$ cat src/rtl/dma_copy_master.sv
// Single-outstanding word copy engine: read one word from src, write it to dst, repeat len times.
// Each word takes RD_REQ/RD_WAIT, RD_GAP, WR_REQ/WR_WAIT, WR_GAP; a bus error ends the copy early.
module dma_copy_master #(
  parameter int LEN_W = 16
) (
  input  logic             clk,
  input  logic             rst_n,
  input  logic             start,
  input  logic [31:0]      src_addr,
  input  logic [31:0]      dst_addr,
  input  logic [LEN_W-1:0] len,
  output logic             busy,
  output logic             done,
  output logic             err,
  output logic             req,
  output logic             we,
  output logic [3:0]       be,
  output logic [31:0]      addr,
  output logic [31:0]      wdata,
  input  logic             gnt,
  input  logic             rvalid,
  input  logic [31:0]      rdata,
  input  logic             bus_err
);

  typedef enum logic [2:0] {
    IDLE    = 3'd0,
    RD_REQ  = 3'd1,
    RD_WAIT = 3'd2,
    RD_GAP  = 3'd3,
    WR_REQ  = 3'd4,
    WR_WAIT = 3'd5,
    WR_GAP  = 3'd6,
    DONE    = 3'd7
  } state_t;

  state_t           state_q, state_d;
  logic [31:0]      src_q, src_d;
  logic [31:0]      dst_q, dst_d;
  logic [31:0]      data_q, data_d;
  logic [LEN_W-1:0] cnt_q, cnt_d;
  logic             err_q, err_d;

  always_ff @(posedge clk or negedge rst_n) begin
    if (!rst_n) begin
      state_q <= IDLE;
      src_q   <= '0;
      dst_q   <= '0;
      data_q  <= '0;
      cnt_q   <= '0;
      err_q   <= 1'b0;
    end else begin
      state_q <= state_d;
      src_q   <= src_d;
      dst_q   <= dst_d;
      data_q  <= data_d;
      cnt_q   <= cnt_d;
      err_q   <= err_d;
    end
  end

  always_comb begin
    state_d = state_q;
    src_d   = src_q;
    dst_d   = dst_q;
    data_d  = data_q;
    cnt_d   = cnt_q;
    err_d   = err_q;
    unique case (state_q)
      IDLE: begin
        if (start) begin
          err_d = 1'b0;
          if (len != '0) begin
            src_d   = {src_addr[31:2], 2'b00};
            dst_d   = {dst_addr[31:2], 2'b00};
            cnt_d   = len;
            state_d = RD_REQ;
          end else begin
            state_d = DONE;
          end
        end
      end
      RD_REQ, RD_WAIT: begin
        // A response is only accepted once the request has been granted.
        if ((state_q == RD_WAIT || gnt) && rvalid) begin
          if (bus_err) begin
            err_d   = 1'b1;
            state_d = DONE;
          end else begin
            data_d  = rdata;
            state_d = RD_GAP;
          end
        end else if (state_q == RD_REQ && gnt) begin
          state_d = RD_WAIT;
        end
      end
      RD_GAP: state_d = WR_REQ;
      WR_REQ, WR_WAIT: begin
        if ((state_q == WR_WAIT || gnt) && rvalid) begin
          if (bus_err) begin
            err_d   = 1'b1;
            state_d = DONE;
          end else begin
            state_d = WR_GAP;
          end
        end else if (state_q == WR_REQ && gnt) begin
          state_d = WR_WAIT;
        end
      end
      WR_GAP: begin
        src_d   = src_q + 32'd4;
        dst_d   = dst_q + 32'd4;
        cnt_d   = cnt_q - LEN_W'(1);
        state_d = (cnt_q == LEN_W'(1)) ? DONE : RD_REQ;
      end
      DONE:    state_d = IDLE;
      default: state_d = IDLE;
    endcase
  end

  // Bus outputs decode straight from registered state, so they are held for the whole request.
  always_comb begin
    req   = (state_q == RD_REQ) || (state_q == WR_REQ);
    we    = (state_q == WR_REQ);
    be    = req ? 4'hF : 4'h0;
    addr  = (state_q == RD_REQ) ? src_q : (state_q == WR_REQ) ? dst_q : 32'd0;
    wdata = (state_q == WR_REQ) ? data_q : 32'd0;
    busy  = (state_q != IDLE);
    done  = (state_q == DONE);
    err   = err_q;
  end

endmodule
$ cat config.mk
export PLATFORM = sky130hd
export DESIGN_NAME = dma_copy_master
export DESIGN_NICKNAME = d
export VERILOG_FILES = /design/src/rtl/dma_copy_master.sv
export SDC_FILE = /design/constraint.sdc
export NUM_CORES = 1
export LEC_CHECK = 0
export CAP_MARGIN = 20
export CORE_MARGIN = 10
export CORE_UTILIZATION = 49
export DETAILED_ROUTE_END_ITERATION = 16
export GPL_ROUTABILITY_DRIVEN = 0
export GPL_TIMING_DRIVEN = 0
export HOLD_SLACK_MARGIN = 0.03
export PLACE_DENSITY = 0.77
export SYNTH_ARGS = -nofsm -noshare
export SYNTH_HDL_FRONTEND = slang
export SYNTH_SLANG_ARGS = --single-unit
$ cat constraint.sdc
create_clock -name clk -period 2.8 [get_ports clk]
set_input_delay 0.56 -clock clk [delete_from_list [all_inputs] [get_ports clk]]
set_output_delay 0.56 -clock clk [all_outputs]
set_load 0.03 [all_outputs]
### Yosys cells after proc, flatten, opt, wreduce, memory -nomap -nowiden

Index checks and enable logic that the tools add are counted.

| storage, ports and cells | value |
|---|---|
| bits in registers | 116 |
| logic and storage cells | 70 |
| input port bits | 118 |
| output and inout port bits | 73 |

| operators by class | value |
|---|---|
| $add $sub $neg | 3 |
| mux-type cells | 28 |
| bitwise logic cells | 1 |
| equal/unequal tests | 14 |
| reduce and logical (&&, ||, !) cells | 18 |

Operator list:

| operator | number |
|---|---|
| $mux 32 | 7 |
| $pmux 32 s2 | 2 |
| $add 32x3->32 const B | 2 |
| $mux 16 | 2 |
| $pmux 16 s2 | 1 |
| $mux 3 | 8 |
| $pmux 3 s6 | 1 |
| $eq 16x1->1 const B | 1 |
| $reduce_bool 16->1 | 1 |
| $sub 16x1->16 const B | 1 |
| $eq 3x3->1 const B | 4 |
| $reduce_and 3->1 | 3 |
| $ne 2x2->1 const B | 4 |
| $eq 3x2->1 const B | 2 |
| $ne 3x3->1 const B | 2 |
| $reduce_bool 3->1 | 2 |
| $mux 1 | 5 |
| $logic_and 1x1->1 | 4 |
| $mux 4 | 1 |
| $reduce_and 4->1 | 1 |
| $reduce_or 2->1 | 2 |
| $eq 3x1->1 const B | 1 |
| $logic_not 3->1 | 1 |
| $logic_or 1x1->1 | 3 |
| 3 further kinds | 3 |

### Logic depth before layout (Yosys ltp)

Gate-level depths: netlist of the first run.

| logic depth | value |
|---|---|
| depth after elaboration | 5 |
| mapped depth | 8 |
| depth with buffers taken out | 7 |

### Worst setup path after synthesis of the first run

OpenSTA, ideal clock, no wires.

| timing path | value |
|---|---|
| path type | register -> output |
| from | reg state_q[0] |
| to | out wdata[22] |
| cell stages (with the launch flop) | 6 |
| setup slack | 0.344 ns |
| buffers on the path | 3 |
| data required time | 2.240 ns |
| data arrival time | 1.896 ns |
| cell sequence | dfrtp_1 > clkbuf_1 > buf_2 > nor3b_2 > clkbuf_1 > and2_1 |

| on the way | value |
|---|---|
| longest elaborated chain between the ends | 2 |

Ends and longest elaborated chain:

| what | RTL line | RTL |
|---|---|---|
| start, declared | 37 | `state_t state_q, state_d;` |
| start signal, assigned | 53 | `state_q <= state_d;` |
| $eq 3x3->1 | - |  |
| named net we | 16 | `output logic we,` |
| $mux 32 | 127 | `wdata = (state_q == WR_REQ) ? data_q : 32'd0;` |
| end, declared | 19 | `output logic [31:0] wdata,` |

The timed path passes the listed nets, and every way through them passes these cells.

### Worst setup path in the final report of the first run

| timing path | value |
|---|---|
| from | reg state_q[0] |
| to | out addr[31] |

| on the way | value |
|---|---|
| longest elaborated chain between the ends | 3 |

Ends and longest elaborated chain:

| what | RTL line | RTL |
|---|---|---|
| $eq 3x3->1 | 126 | `addr = (state_q == RD_REQ) ? src_q : (state_q == WR_REQ) ? dst_q : 32'd0;` |
| $mux 32 | 126 |  |
| $mux 32 (*) | 126 |  |
| end, declared | 18 | `output logic [31:0] addr,` |

Every way passes the cells marked *; elsewhere a longest branch is shown, timed or not.

==> impl_metrics.toml, run 1 <==
[drt]
routedWlPerCell_um = 22.65
antenna_left = 0
via_per_inst = 6.398
drt_wl_total_mm = 26.52
drt-initial-drc-count = 1009
via_count = 7492
wl_met1_mm = 10.88
route.met2.wl_mm = 11.85
highest_layer = "met4"
drc = 0
first_pass_iters = 5
wl_met3_mm = 3.085

[sta]
tightestPinTransition_ps = 970.4
hold_viol = 0
drv_slew = 0
setup_viol = 0
finalCritPeriodShare = 0.9677
hold_slack_ps = 154.8
period_minus_slack_ps = 2710
max_slew_margin = 0.3471
fmaxAchievable_mhz = 369.1
skew_ps = 8.468
fin_ws_ps = 90.39
rsz0062_at_grt = "true"

[floorplan]
pin_count = 191
rows = 43
die_h_um = 139.2
coreArea_um2 = 13880
die_w_um = 139.2
die_area_um2 = 19370
initial_core_util = 0.5014

[pwr]
net-switching-power_w = 0.005134
power.share.clock = 0.140
sw_frac_of_total = 0.4734
p_leak_nw = 3.823
ir_worst_vdd_uv = 598.1
share_comb_of_total_power = 0.560
seq_power_share = 0.300
p_int_w = 0.005711
power.density_nw_per_um2 = 1151

[layout]
seq_area_um2 = 2805
final_cell_mix = "clkdlybuf4s50_1, dfrtp_1, a21oi_1, o21ai_0, nand2_1"
multiInputGateArea_um2 = 3786
nets = 1108
final_area_um2 = 9422
final_common_cell = "clkdlybuf4s50_1"
antennaDiodeCount = 0
drive_gt1_frac = 0.1524
fillers = 1164
area_growth_pct = 35.36

[worst_hold_path]
min-delay-path-class = "input port to async pin"

[worst_setup_path]
crit_type = "register to primary output"
slowest_stage = "dfrtp_2"
cp-start-kind = "register"
path_buf_inv = 4
crit_fanout = 10
critPathCaptureType = "primary output"
crit_family = "buffers and inverters"
crit_arrival_ps = 2150
r2r_start = "src_q[8]$_DFFE_PN0P_"
required_ps = 2240
r2r-end = "src_q[17]$_DFFE_PN0P_"
crit_end = "addr[31]"
cp_cell_sequence = "buf_6, inv_1, nor3_4, buf_6, a22o_1, clkdlybuf4s15_2"
cp.depth = 6
rr_worst_depth = 7
rrSetupSlack_ps = 150
crit_start = "state_q[0]$_DFFE_PN0P_"
slowest_delay_ps = 440
cpMostUsedCell = "buf_6"

[global_route]
grt_usage = 0.2623
grt_pass1_wl_mm = 41.09
grt_max_degree = 59
gr-total-overflow = 0
antenna_found_initial = 0
grt_pass1_vias = 7323

[yosys]
yosys_register_bits = 112
synth_edf_count = 0
netlist-cell-type-count = 73
ys_seq_area_frac = 0.4027
ys.flop_type = "dfrtp_1"
syn_area_um2 = 6960
synth_cells = 791
syn_avg_cell_area_um2 = 8.800
async_flop_share = 1.000
yosysWarnings = 0

[cts]
clockRootBuffer = "clkbuf_16"
htreeDepth = 3
cts.sinks = 112
clk_pin_slew_worst_paths_ps = 70
numCtsBuffers = 9
max-clock-path-buffers = 2
tritoncts = "built"
clk_latency_ps = 360

[placed_design]
placed_area_um2 = 9040
place_hpwl_mm = 19.35
place_ws_ps = -837.0
port_buffers = 182

[job]
maxCapViolCount = 0

[outcome]
status = "finished clean"
-- cell type report --
type                    count  share of cell area
well taps                 180             0.02390
clock buffers              11             0.02576
inverters                  13            0.005179
plain buffers              74             0.03997
multi-input cells         591              0.4019
clock inverters             5             0.01102
flip-flops and latches    112              0.2977
repair buffers            185              0.1946
-- power groups by stage --
| stage | clock network (W) | logic [W] | registers [W] |
|---|---|---|---|
| after floorplan | 0 | 0.00401 | 0.00297 |
| after CTS | 0.00153 | 0.00598 | 0.00320 |
| after global routing | 0.00158 | 0.00651 | 0.00335 |
| after detailed placement | 0 | 0.00612 | 0.00318 |
| final | 0.00152 | 0.00608 | 0.00325 |
| after global placement | 0 | 0.00606 | 0.00315 |
-- kinds of logic after synthesis --
| family | after synthesis | synth area share |
|---|---|---|
| AO/OA/AOI/OAI | 282 | 0.2666 |
| XOR/XNOR | 3 | 0.003776 |
| adder cells (fa/ha/maj) | 5 | 0.008629 |
| buffers and inverters | 89 | 0.05644 |
| flip-flops | 112 | 0.4027 |
| multiplexers | 38 | 0.06040 |
| other | 1 | 0.0005388 |
| AND/OR/NAND/NOR | 261 | 0.2010 |
-- routing by layer --
metal / GRT usage / vias up
li1: - / 3367
met1: 0.3432 / 3507
met2: 0.4102 / 556
met3: 0.06507 / 62
met4: 0.09610 / 0
met5: 0 / -
-- worst min path at each step --
| stage | slack [ps] | end | depth (start not counted) | start |
|---|---|---|---|---|
| 3_3_place_gp | 460 | data_q[3]$_DFFE_PN0P_ | 1 | data_q[3]$_DFFE_PN0P_ |
| 2_1_floorplan | 260 | cnt_q[0]$_DFFE_PN0P_ | 0 | rst_n |
| 4_1_cts | 180 | data_q[6]$_DFFE_PN0P_ | 1 | rst_n |
| 5_1_grt | 200 | data_q[6]$_DFFE_PN0P_ | 1 | rst_n |
| 3_5_place_dp | 470 | data_q[4]$_DFFE_PN0P_ | 1 | data_q[4]$_DFFE_PN0P_ |
| 6_report | 150 | data_q[6]$_DFFE_PN0P_ | 1 | rst_n |
-- registers in the layout (all words and copies together) (netlist names) --
| name | flops |
|---|---|
| cnt_q | 16 |
| data_q | 32 |
| dst_q | 30 |
| err | 1 |
| src_q | 30 |
| state_q | 3 |
-- cells in the mapped netlist (3+ instances only) --
cell | instances | area share
o2bb2ai_1 | 5 | 0.0063
mux2i_1 | 6 | 0.0086
o21ai_0 | 55 | 0.040
and4_1 | 6 | 0.0075
o311ai_1 | 3 | 0.0038
buf_2 | 26 | 0.019
nor3_1 | 22 | 0.016
a2bb2oi_1 | 13 | 0.016
nand3b_1 | 3 | 0.0032
mux2_2 | 29 | 0.047
or3_1 | 3 | 0.0027
o21ai_1 | 10 | 0.0072
clkbuf_1 | 40 | 0.022
o22ai_1 | 16 | 0.014
o32ai_1 | 3 | 0.0038
dfrtp_1 | 112 | 0.40
buf_4 | 7 | 0.0075
inv_1 | 13 | 0.0070
a21oi_1 | 76 | 0.055
nand3_1 | 36 | 0.026
nand3_2 | 3 | 0.0043
nand2_1 | 51 | 0.028
nor4_1 | 11 | 0.0099
a31oi_1 | 15 | 0.013
a32oi_1 | 5 | 0.0063
nand4_1 | 13 | 0.012
nor2_1 | 47 | 0.025
nor3b_1 | 3 | 0.0032
a22oi_1 | 5 | 0.0054
a22o_1 | 31 | 0.039
ha_1 | 4 | 0.0072
a221oi_1 | 3 | 0.0038
and3_1 | 10 | 0.0090
a211oi_1 | 3 | 0.0032
and2_1 | 34 | 0.031
o22a_1 | 10 | 0.013
mux2_1 | 3 | 0.0049
buf_1 | 3 | 0.0016
o21a_1 | 4 | 0.0043
o31ai_1 | 6 | 0.0065
-- worst reg2reg max path, stage by stage (launching register included) --
cell and delay, ps:
dfrtp_1 330, clkbuf_1 280, nand4_1 220, nor4_1 870, buf_2 380, nor4b_1 290
a21oi_1 70, o21ai_1 140
-- per-stage QoR --
stage            util  power, W  setup TNS (ps)  std cells
5_1_grt        0.6787   0.01145          -27.42       1171
3_5_place_dp   0.6513  0.009294          -51770       1155
4_1_cts        0.6798   0.01071          -70.62       1171
6_report       0.6787   0.01084               0       1171
2_1_floorplan       -  0.006980               0        792
3_3_place_gp   0.6492  0.009211         -425090       1154
-- timing repair --
| item | CTS | global route |
|---|---|---|
| gates resized for setup | 145 | 40 |
| gates cloned | 0 | 0 |
| pin swaps | 2 | 1 |
| buffers inserted | 2 | 0 |
| hold buffers | 0 | 0 |
| setup endpoints to repair | 68 | 64 |
Note: power is estimated with default switching activity, not from simulation.
==> inputs of run 2 (changes only) <==
--- a/config.mk
+++ b/config.mk
@@ -5,6 +5,7 @@
 export SDC_FILE = /design/constraint.sdc
 export NUM_CORES = 1
 export LEC_CHECK = 0
+export ABC_CLOCK_PERIOD_IN_PS = 2800
 export CAP_MARGIN = 20
 export CORE_MARGIN = 10
 export CORE_UTILIZATION = 49
==> results of run 2 <==
The final DEF is identical to that of run 1; final timing and power are the same.
